--- src/rtl/dma_rd_path_tracker.sv ---
// dma_rd_path_tracker: binds DMA read requests to paths, counts completion beats per tag and emits AXI burst descriptors
//   i_clk, i_rst_n            clock, asynchronous active-low reset
//   req_valid/ready/tag/dev_addr/size   request issue (tag, AXI start address, byte count)
//   cpl_valid/ready/tag/dwen  completion beats matched by tag, dwen = contiguous dword enables
//   desc_valid/ready/path/addr/len/last burst descriptors {addr, awlen, last} with owning path
//   done_valid/tag            pulse once a request's last descriptor has been taken
//   err_valid/code/tag        1 unexpected tag, 2 overrun, 3 timeout
//   paths_busy                per-path non-FREE flags
module dma_rd_path_tracker #(
    parameter int P_PATHS      = 4,
    parameter int P_DATA_W     = 128,
    parameter int P_LEN_W      = 12,
    parameter int P_MAX_BURST  = 16,
    parameter int P_DESC_DEPTH = 4,
    parameter int P_TIMEOUT    = 4096
) (
    input  logic                       i_clk,
    input  logic                       i_rst_n,
    input  logic                       req_valid,
    output logic                       req_ready,
    input  logic [7:0]                 req_tag,
    input  logic [31:0]                req_dev_addr,
    input  logic [P_LEN_W-1:0]         req_size,
    input  logic                       cpl_valid,
    output logic                       cpl_ready,
    input  logic [7:0]                 cpl_tag,
    input  logic [P_DATA_W/32-1:0]     cpl_dwen,
    output logic                       desc_valid,
    input  logic                       desc_ready,
    output logic [$clog2(P_PATHS)-1:0] desc_path,
    output logic [31:0]                desc_addr,
    output logic [7:0]                 desc_len,
    output logic                       desc_last,
    output logic                       done_valid,
    output logic [7:0]                 done_tag,
    output logic                       err_valid,
    output logic [1:0]                 err_code,
    output logic [7:0]                 err_tag,
    output logic [P_PATHS-1:0]         paths_busy
);
    localparam int DW = P_DATA_W / 32;
    localparam int PW = $clog2(P_PATHS);
    localparam int QW = $clog2(P_DESC_DEPTH);
    localparam int TW = $clog2(P_TIMEOUT);
    localparam int CW = $clog2(P_MAX_BURST + 1);

    typedef enum logic [1:0] {FREE, ACTIVE, DRAIN} st_t;
    typedef struct packed {logic [31:0] addr; logic [7:0] len; logic last;} desc_t;

    st_t                st   [P_PATHS];
    logic [7:0]         tag  [P_PATHS];
    logic [P_LEN_W-1:0] size [P_PATHS];
    logic [31:0]        nxt  [P_PATHS];
    logic [31:0]        bst  [P_PATHS];
    logic [CW-1:0]      cnt  [P_PATHS];
    logic [TW-1:0]      tmo  [P_PATHS];
    desc_t              q    [P_PATHS][P_DESC_DEPTH];
    logic [QW-1:0]      wp   [P_PATHS];
    logic [QW-1:0]      rp   [P_PATHS];
    logic [QW:0]        qc   [P_PATHS];
    logic               live;
    logic [PW-1:0]      rr;

    logic [P_LEN_W-1:0] nb, sz_n [P_PATHS];
    logic [31:0]        nx_n [P_PATHS];
    logic [CW-1:0]      cnt_n [P_PATHS];
    desc_t              pd [P_PATHS];
    logic [P_PATHS-1:0] free_v, hold_req, hit, beat, acc, push, pop, ovr, tmo_hit, full_v, nonempty, in_out;
    logic [PW-1:0]      alloc, gnt, k;
    logic               any, load, part;
    logic [1:0]         e_code;
    logic [7:0]         e_tag;

    assign nb         = P_LEN_W'(4 * $countones(cpl_dwen));
    assign part       = $countones(cpl_dwen) < DW;
    assign req_ready  = live && |free_v && !(|hold_req);
    assign cpl_ready  = live && !(|full_v);
    assign paths_busy = ~free_v;
    // the output register takes a new descriptor only when empty or being consumed, so it holds while stalled
    assign load       = any && (!desc_valid || desc_ready);

    always_comb begin
        free_v = '0; hold_req = '0; hit = '0; beat = '0; acc = '0; push = '0; pop = '0;
        ovr = '0; tmo_hit = '0; full_v = '0; nonempty = '0; in_out = '0;
        alloc = '0; gnt = rr; k = '0; any = 1'b0; e_code = 2'd0; e_tag = 8'd0;
        for (int p = 0; p < P_PATHS; p++) begin
            free_v[p]   = st[p] == FREE;
            hold_req[p] = st[p] != FREE && tag[p] == req_tag;
            hit[p]      = st[p] == ACTIVE && tag[p] == cpl_tag;
            full_v[p]   = qc[p] == (QW+1)'(P_DESC_DEPTH);
            nonempty[p] = qc[p] != '0;
            in_out[p]   = desc_valid && desc_path == PW'(p);
        end
        for (int p = P_PATHS - 1; p >= 0; p--)
            alloc = free_v[p] ? PW'(p) : alloc;
        // scan downwards from rr+P_PATHS-1 so the first non-empty queue at or after rr wins
        for (int i = P_PATHS - 1; i >= 0; i--) begin
            k = PW'((int'(rr) + i) % P_PATHS);
            if (nonempty[k]) begin
                gnt = k;
                any = 1'b1;
            end
        end
        for (int p = 0; p < P_PATHS; p++) begin
            beat[p]    = cpl_valid && cpl_ready && hit[p];
            acc[p]     = req_valid && req_ready && alloc == PW'(p);
            sz_n[p]    = nb > size[p] ? '0 : size[p] - nb;
            nx_n[p]    = nxt[p] + 32'(nb);
            cnt_n[p]   = cnt[p] + 1'b1;
            push[p]    = beat[p] && (part || cnt_n[p] == CW'(P_MAX_BURST) || sz_n[p] == '0);
            pd[p]      = '{addr: bst[p], len: 8'(cnt[p]), last: sz_n[p] == '0};
            pop[p]     = load && gnt == PW'(p);
            ovr[p]     = beat[p] && nb > size[p];
            tmo_hit[p] = st[p] == ACTIVE && !beat[p] && tmo[p] == TW'(P_TIMEOUT - 1);
        end
        // later assignments override earlier ones: timeout (lowest path) > overrun > unexpected tag
        if (cpl_valid && cpl_ready && !(|hit)) begin
            e_code = 2'd1;
            e_tag  = cpl_tag;
        end
        if (|ovr) begin
            e_code = 2'd2;
            e_tag  = cpl_tag;
        end
        for (int p = P_PATHS - 1; p >= 0; p--)
            if (tmo_hit[p]) begin
                e_code = 2'd3;
                e_tag  = tag[p];
            end
    end

    always_ff @(posedge i_clk or negedge i_rst_n) begin
        if (!i_rst_n) begin
            live <= 1'b0;
            rr <= '0;
            {desc_valid, desc_path, desc_addr, desc_len, desc_last} <= '0;
            {done_valid, done_tag, err_valid, err_code, err_tag} <= '0;
            for (int p = 0; p < P_PATHS; p++) begin
                st[p] <= FREE;
                tag[p] <= '0;
                size[p] <= '0;
                nxt[p] <= '0;
                bst[p] <= '0;
                cnt[p] <= '0;
                tmo[p] <= '0;
                wp[p] <= '0;
                rp[p] <= '0;
                qc[p] <= '0;
                for (int d = 0; d < P_DESC_DEPTH; d++)
                    q[p][d] <= '0;
            end
        end else begin
            live <= 1'b1;
            err_valid <= e_code != 2'd0;
            err_code <= e_code;
            err_tag <= e_tag;
            done_valid <= desc_valid && desc_ready && desc_last;
            done_tag <= tag[desc_path];
            if (desc_valid && desc_ready)
                desc_valid <= 1'b0;
            if (load) begin
                desc_valid <= 1'b1;
                desc_path <= gnt;
                {desc_addr, desc_len, desc_last} <= q[gnt][rp[gnt]];
                rr <= gnt == PW'(P_PATHS - 1) ? '0 : gnt + 1'b1;
            end
            for (int p = 0; p < P_PATHS; p++) begin
                if (acc[p]) begin
                    st[p] <= ACTIVE;
                    tag[p] <= req_tag;
                    size[p] <= req_size;
                    nxt[p] <= req_dev_addr;
                    bst[p] <= req_dev_addr;
                    cnt[p] <= '0;
                    tmo[p] <= '0;
                end else if (beat[p]) begin
                    size[p] <= sz_n[p];
                    nxt[p] <= nx_n[p];
                    tmo[p] <= '0;
                    cnt[p] <= push[p] ? '0 : cnt_n[p];
                    if (push[p])
                        bst[p] <= nx_n[p];
                    if (sz_n[p] == '0)
                        st[p] <= DRAIN;
                end else if (tmo_hit[p]) begin
                    // the open partial burst is dropped; already queued descriptors still drain
                    st[p] <= DRAIN;
                    cnt[p] <= '0;
                    bst[p] <= nxt[p];
                end else if (st[p] == ACTIVE) begin
                    tmo[p] <= tmo[p] + 1'b1;
                end else if (st[p] == DRAIN && !nonempty[p] && !in_out[p]) begin
                    st[p] <= FREE;
                end
                if (push[p]) begin
                    q[p][wp[p]] <= pd[p];
                    wp[p] <= wp[p] + 1'b1;
                end
                if (pop[p])
                    rp[p] <= rp[p] + 1'b1;
                qc[p] <= qc[p] + (QW+1)'(push[p]) - (QW+1)'(pop[p]);
            end
        end
    end
endmodule

--- config.mk ---
export PLATFORM = sky130hd
export DESIGN_NAME = dma_rd_path_tracker
export DESIGN_NICKNAME = d
export VERILOG_FILES = /design/src/rtl/dma_rd_path_tracker.sv
export SDC_FILE = /design/constraint.sdc
export NUM_CORES = 2
export LEC_CHECK = 0
export CORE_MARGIN = 5
export CORE_UTILIZATION = 43
export DETAILED_ROUTE_END_ITERATION = 8
export PLACE_DENSITY_LB_ADDON = 0.25
export REMOVE_ABC_BUFFERS = 1
export SLEW_MARGIN = 20
export SYNTH_ARGS = -nofsm -noshare
export SYNTH_HDL_FRONTEND = slang
export SYNTH_SLANG_ARGS = --single-unit
--- constraint.sdc ---
create_clock -name i_clk -period 4.2 [get_ports i_clk]
set_input_delay 0.63 -clock i_clk [delete_from_list [all_inputs] [get_ports i_clk]]
set_output_delay 0.63 -clock i_clk [all_outputs]
set_load 0.03 [all_outputs]
# After elaboration in Yosys (flattened, before gate mapping)
# Cells that the tools add are included.
classes:
  n_eq_ne: 53
  bitwise: 8
  n_mux: 151
  n_reduce_logical: 140
  n_lt_le_gt_ge: 20
  addsub: 39
ops:
  columns: ["operator", "count"]
  rows:
  - ["$mux 32", 24]
  - ["$bwmux 164", 4]
  - ["$mux 12", 28]
  - ["$bmux 164 s2", 1]
  - ["$demux 41 s2", 4]
  - ["$mux 164", 2]
  - ["$mux 41", 6]
  - ["$add 32x5->32", 4]
  - ["$bmux 41 s2", 1]
  - ["$mux 2", 40]
  - ["$mux 5", 16]
  - ["$eq 8x8->1", 8]
  - ["$mux 8", 8]
  - ["$logic_and 1x1->1", 61]
  - ["$add 12x1->12 const B", 4]
  - ["$eq 12x12->1 const B", 4]
  - ["$gt 5x12->1", 4]
  - ["$logic_not 12->1", 4]
  - ["$sub 12x5->12", 4]
  - ["$reduce_bool 3->1", 12]
  - ["$ge 3x3->1 const B", 7]
  - ["$not 2->3", 7]
  - ["$add 2x1->2 const B", 10]
  - ["$add 5x1->5 const B", 4]
  - ["29 further kinds", 144]
word_totals:
  out_inout_bits: 70
  input_bits: 69
  regBits: 1163

# Logic depth before layout (Yosys ltp)
logic_depth:
  word_depth: 15
  mapped_depth: 22

# Least setup slack after synthesis
# OpenSTA, ideal clock, no wires.
synth_timing:
  path_type: "input -> register"
  startpoint: "input cpl_dwen[0]"
  endpoint: "register qc[2] (netlist bit)"
  cell_stages: 22
  slack_ns: -1.385
  required_ns: 4.076
  arrival_time_ns: 5.461
  path_cell_list: "inv_1 > fa_1 > inv_1 > ha_1 > ha_1 > inv_1 > ha_1 > nor2b_1 > o21ai_0 > nand3b_1 > or3_1 > a211oi_1 > nand4_1 > clkbuf_1 > a21oi_1 > inv_1 > ha_1 > inv_1 > ha_1 > fa_1 > xor2_1 > xnor2_1"
synth_via:
  elab_chain_len: 9
synth_rtl:
  columns: ["item", "line", "rtl"]
  rows:
  - ["start, declared", "27", "input logic [P_DATA_W/32-1:0] cpl_dwen,"]
  - ["$add 1x1->2 (not written as such) *", "74, 75", null]
  - ["$add 2x2->3 (not written as such) *", "74, 75", null]
  - ["$sub 12x5->12 / $gt 5x12->1 (equally long branches)", "107", "sz_n[p] = nb > size[p] ? '0 : size[p] - nb;"]
  - ["$mux 12", "107", null]
  - ["$logic_not 12->1", "110", "push[p] = beat[p] && (part || cnt_n[p] == CW'(P_MAX_BURST) || sz_n[p] == '0);"]
  - ["$logic_or 1x1->1 *", "110", null]
  - ["$logic_and 1x1->1 *", "110", null]
  - ["$add 3x1->3 *", "201", "qc[p] <= qc[p] + (QW+1)'(push[p]) - (QW+1)'(pop[p]);"]
  - ["$sub 3x1->3 *", "201", null]
  - ["end signal, assigned by index", "201", null]
  - ["end, declared", "60", "logic [QW:0] qc [P_PATHS];"]
# Every way passes the cells marked *; elsewhere a longest branch is shown, timed or not.
# A chain may end at the register's enable or synchronous reset.

# Worst setup path in the final report
layout_timing:
  startpoint: "input cpl_dwen[0]"
  endpoint: "register qc[11] (netlist bit)"
# Same word-level chain as after synthesis.

==> impl_metrics.env <==
export IMPL_status="complete, no violations"
export IMPL_fin_crit_sh_pct=98.39
export IMPL_end_kind="flip-flop"
export IMPL_p_leak_uw=0.02994
export IMPL_cts_root_buf="clkbuf_16"
export IMPL_finalPower_uw=44050
export IMPL_area_growth_pct=19.87
export IMPL_via_per_inst=5.929
export IMPL_gp_congestion=0.9262
export IMPL_holdWs_ps=474.2
export IMPL_ff2ff_setup_slack_ps=580
export IMPL_synth_edff_count=0
export IMPL_regArea_mm2=0.02783
export IMPL_htreeDepth=3
export IMPL_tightest_slew_ps=1099
export IMPL_numCtsBuffers=117
export IMPL_crit_fanout=4
export IMPL_fmax_ghz=0.2420
export IMPL_grt_pass1_wl_um=264400
export IMPL_die_y_um=364.5
export IMPL_yosysSeqAreaShare_pct=51.50
export IMPL_stdcell_area_mm2=0.06476
export IMPL_first_pass_iters=6
export IMPL_drcViolationCount=0
export IMPL_cts_sinks=1112
export IMPL_antenna_found_initial=4
export IMPL_ff2ff_path_depth=10
export IMPL_path_class="input port to flip-flop"
export IMPL_min_period_ps=4132
export IMPL_grt_max_degree=177
export IMPL_ys_flop_type="dfrtp_1"
export IMPL_yosys_top_cells_count="1112 x dfrtp_1, 748 x nand2_1, 677 x mux2_2"
export IMPL_ys_seq_elements=1112
export IMPL_p_int_uw=26210
export IMPL_layout_setup_ws_ps=67.63
export IMPL_num_rows=130
export IMPL_comb_power_share_pct=39.1
export IMPL_ant_nets=0
export IMPL_hold_depth=2
export IMPL_holdCritPathClass="flip-flop to flip-flop"
export IMPL_switchingPower_uw=17840
export IMPL_grt_pass1_vias=41510
export IMPL_synth_warnings=0
export IMPL_fillers=11080
export IMPL_drive_above_1_share_pct=26.97
export IMPL_syn_inst=4948
export IMPL_track_usage_pct=26.06
export IMPL_yosysTopAreaCellShare_pct=51.50
export IMPL_die_area_mm2=0.1328
export IMPL_multi_input_comb_area_mm2=0.02512
export IMPL_io_pins=139
export IMPL_syn_avg_cell_area_um2=10.92
export IMPL_portBuffers=135
export IMPL_setup_violations=0
export IMPL_final_max_slew_viol_count=0
export IMPL_clkTransAtPathRegs_ps=60
export IMPL_vias=41610
export IMPL_hpwl_um=117700
export IMPL_maxSlewHeadroom_pct=26.75
export IMPL_worstSkewPairLatency_ps=730
export IMPL_power_density_mw_per_mm2=680.1
export IMPL_wl_per_cell_um=24.80
export IMPL_cts_tree="yes"
export IMPL_critPathLaunchType="input port"
export IMPL_dr_first_iter_drc_count=3587
export IMPL_max_cap_violations=0
export IMPL_switching_share_pct=40.50
export IMPL_fin_nets=5407
export IMPL_clk_path_buf_depth=3
export IMPL_hold_viol_final=0
export IMPL_core_region_area_mm2=0.1252
export IMPL_ir_worst_vdd_v=0.0007567
export IMPL_netlist_top_cell_by_area="dfrtp_1"
export IMPL_power_frac_seq_pct=34.4
export IMPL_dp_slack_ps=-1436
export IMPL_clkPwrFrac_pct=26.4
export IMPL_cp_required_ps=4810
export IMPL_synth_cell_types=86
export IMPL_start_util_pct=43.14
export IMPL_place_area_mm2=0.05999
export IMPL_crit_arrival_ps=4740
export IMPL_synth_most_common_cell="dfrtp_1"
export IMPL_synthArstFlopShare_pct=100.0
export IMPL_grt_overflow=0
export IMPL_synth_area_mm2=0.05403
export IMPL_skew_ps=34.23
export IMPL_rsz0062_at_grt="true"
export IMPL_die_width_um=364.5
export IMPL_routed_wl_um=174100
export IMPL_yosys_top_cells_area="dfrtp_1 52%, mux2_2 14%, nand2_1 5.2%"
cells in the final DEF, fill, tap and decap left out, types with 22 or more instances in the layout:
cell / netlist / routed
dfrtp_1: 1112 / 1112
nand2_1: 748 / 745
mux2_2: 677 / 677
a21oi_1: 449 / 444
buf_4: 6 / 298
o21ai_0: 177 / 173
nor2_1: 167 / 163
clkdlybuf4s50_1: 0 / 131
xor2_1: 123 / 121
clkbuf_16: 0 / 117
a221o_1: 103 / 103
a22oi_1: 101 / 101
nand3_1: 88 / 83
buf_12: 0 / 73
nor3_1: 74 / 70
inv_1: 75 / 67
mux2_4: 60 / 60
xnor2_1: 59 / 57
nand4_1: 51 / 51
ha_1: 62 / 51
a211o_1: 44 / 43
nor4_1: 42 / 41
and3_1: 36 / 35
a31oi_1: 27 / 24
clkbuf_8: 0 / 24
or3_1: 25 / 23
bufinv_16: 0 / 23
a21o_1: 22 / 22
path summary, 6_finish.rpt:
path                                           from                   endpoint
max in group asynchronous                   i_rst_n       bst[102]$_DFFE_PN0P_
worst min-delay path            nxt[32]$_DFFE_PN0P_        nxt[32]$_DFFE_PN0P_
worst max register to register      qc[5]$_DFF_PN0_  desc_addr[21]$_DFFE_PN0P_
worst max-delay path                    cpl_dwen[0]           qc[11]$_DFF_PN0_
worst min register to register  nxt[32]$_DFFE_PN0P_        nxt[32]$_DFFE_PN0P_
min in group asynchronous                   i_rst_n         q[221]$_DFFE_PN0P_
cell type report:
cell class                      instances  area share (%)
Clock buffer                          159           5.135
Timing Repair Buffer                  509           7.847
Tap cell                             1650           3.188
Antenna cell                            3         0.01159
Inverter                               75          0.4695
Clock inverter                         62           1.596
Multi-Input combinational cell       3448           38.79
Sequential cell                      1112           42.97
logic make-up after synthesis:
logic type / synth area share, %
AO/OA/AOI/OAI: 12.64
XOR/XNOR: 2.950
adder cells (fa/ha/maj): 1.918
buffers and inverters: 3.050
flip-flops: 51.50
multiplexers: 16.58
other: 0.01390
AND/OR/NAND/NOR: 11.35
power groups by stage:
stage	combinational (uW)	sequential, uW	clock [uW]
2_1_floorplan	7270	14600	0
3_3_place_gp	16600	15200	0
3_5_place_dp	16700	15200	0
4_1_cts	17000	15100	11800
5_1_grt	18700	15400	12300
6_report	17200	15200	11600
flip-flops by register name (all words and copies together) (netlist names):
name and flops:
tmo 48, desc_len 5, qc 12, bst 128, cnt 20, nxt 128
err_tag 8, desc_last 1, desc_addr 32, err_code 2, tag 32, rp 8
live 1, err_valid 1, rr 2, done_valid 1, desc_valid 1, wp 8
desc_path 2, size 48, done_tag 8, st 8, q 608
worst max-delay path: stages:
cell and delay [ps]:
buf_6 70, inv_4 30, fa_1 580, inv_4 90, ha_4 170, ha_4 300, inv_6 50, ha_4 190
nor2b_1 120, o21a_2 230, nor4_2 170, buf_4 190, xnor2_4 130, a31oi_4 130, o41ai_4 410, nand2_1 110
ha_1 280, inv_1 40, ha_2 160, fa_2 350, xor2_2 160, xnor2_1 120
layer usage:
metal  wire [um]  up-vias  track usage [%]
met5           0        -                0
met3       11050      332            3.734
met4        6706        0            9.598
met2       79460     1514            41.04
met1       76860    21410            36.89
li1            -    18360                -
what timing repair did:
action | 4_1_cts | 5_1_grt
pin swaps | 26 | 30
gates cloned | 0 | 0
setup buffers | 5 | 4
endpoints found under the setup margin | 749 | 131
hold buffers | 1 | 0
gates resized for setup | 50 | 32
endpoints found under the hold margin | 25 | 0
per-stage QoR:
step                TNS [ps]  utilization [%]  std cells
global placement     -860560            47.90       6784
global route          -88.97            51.71       7017
finish                     0            51.71       7018
detailed placement   -899130            47.90       6784
floorplan           -1855830                -       4635
CTS                        0            51.59       7011
Note: power is estimated with default switching activity, not from simulation.
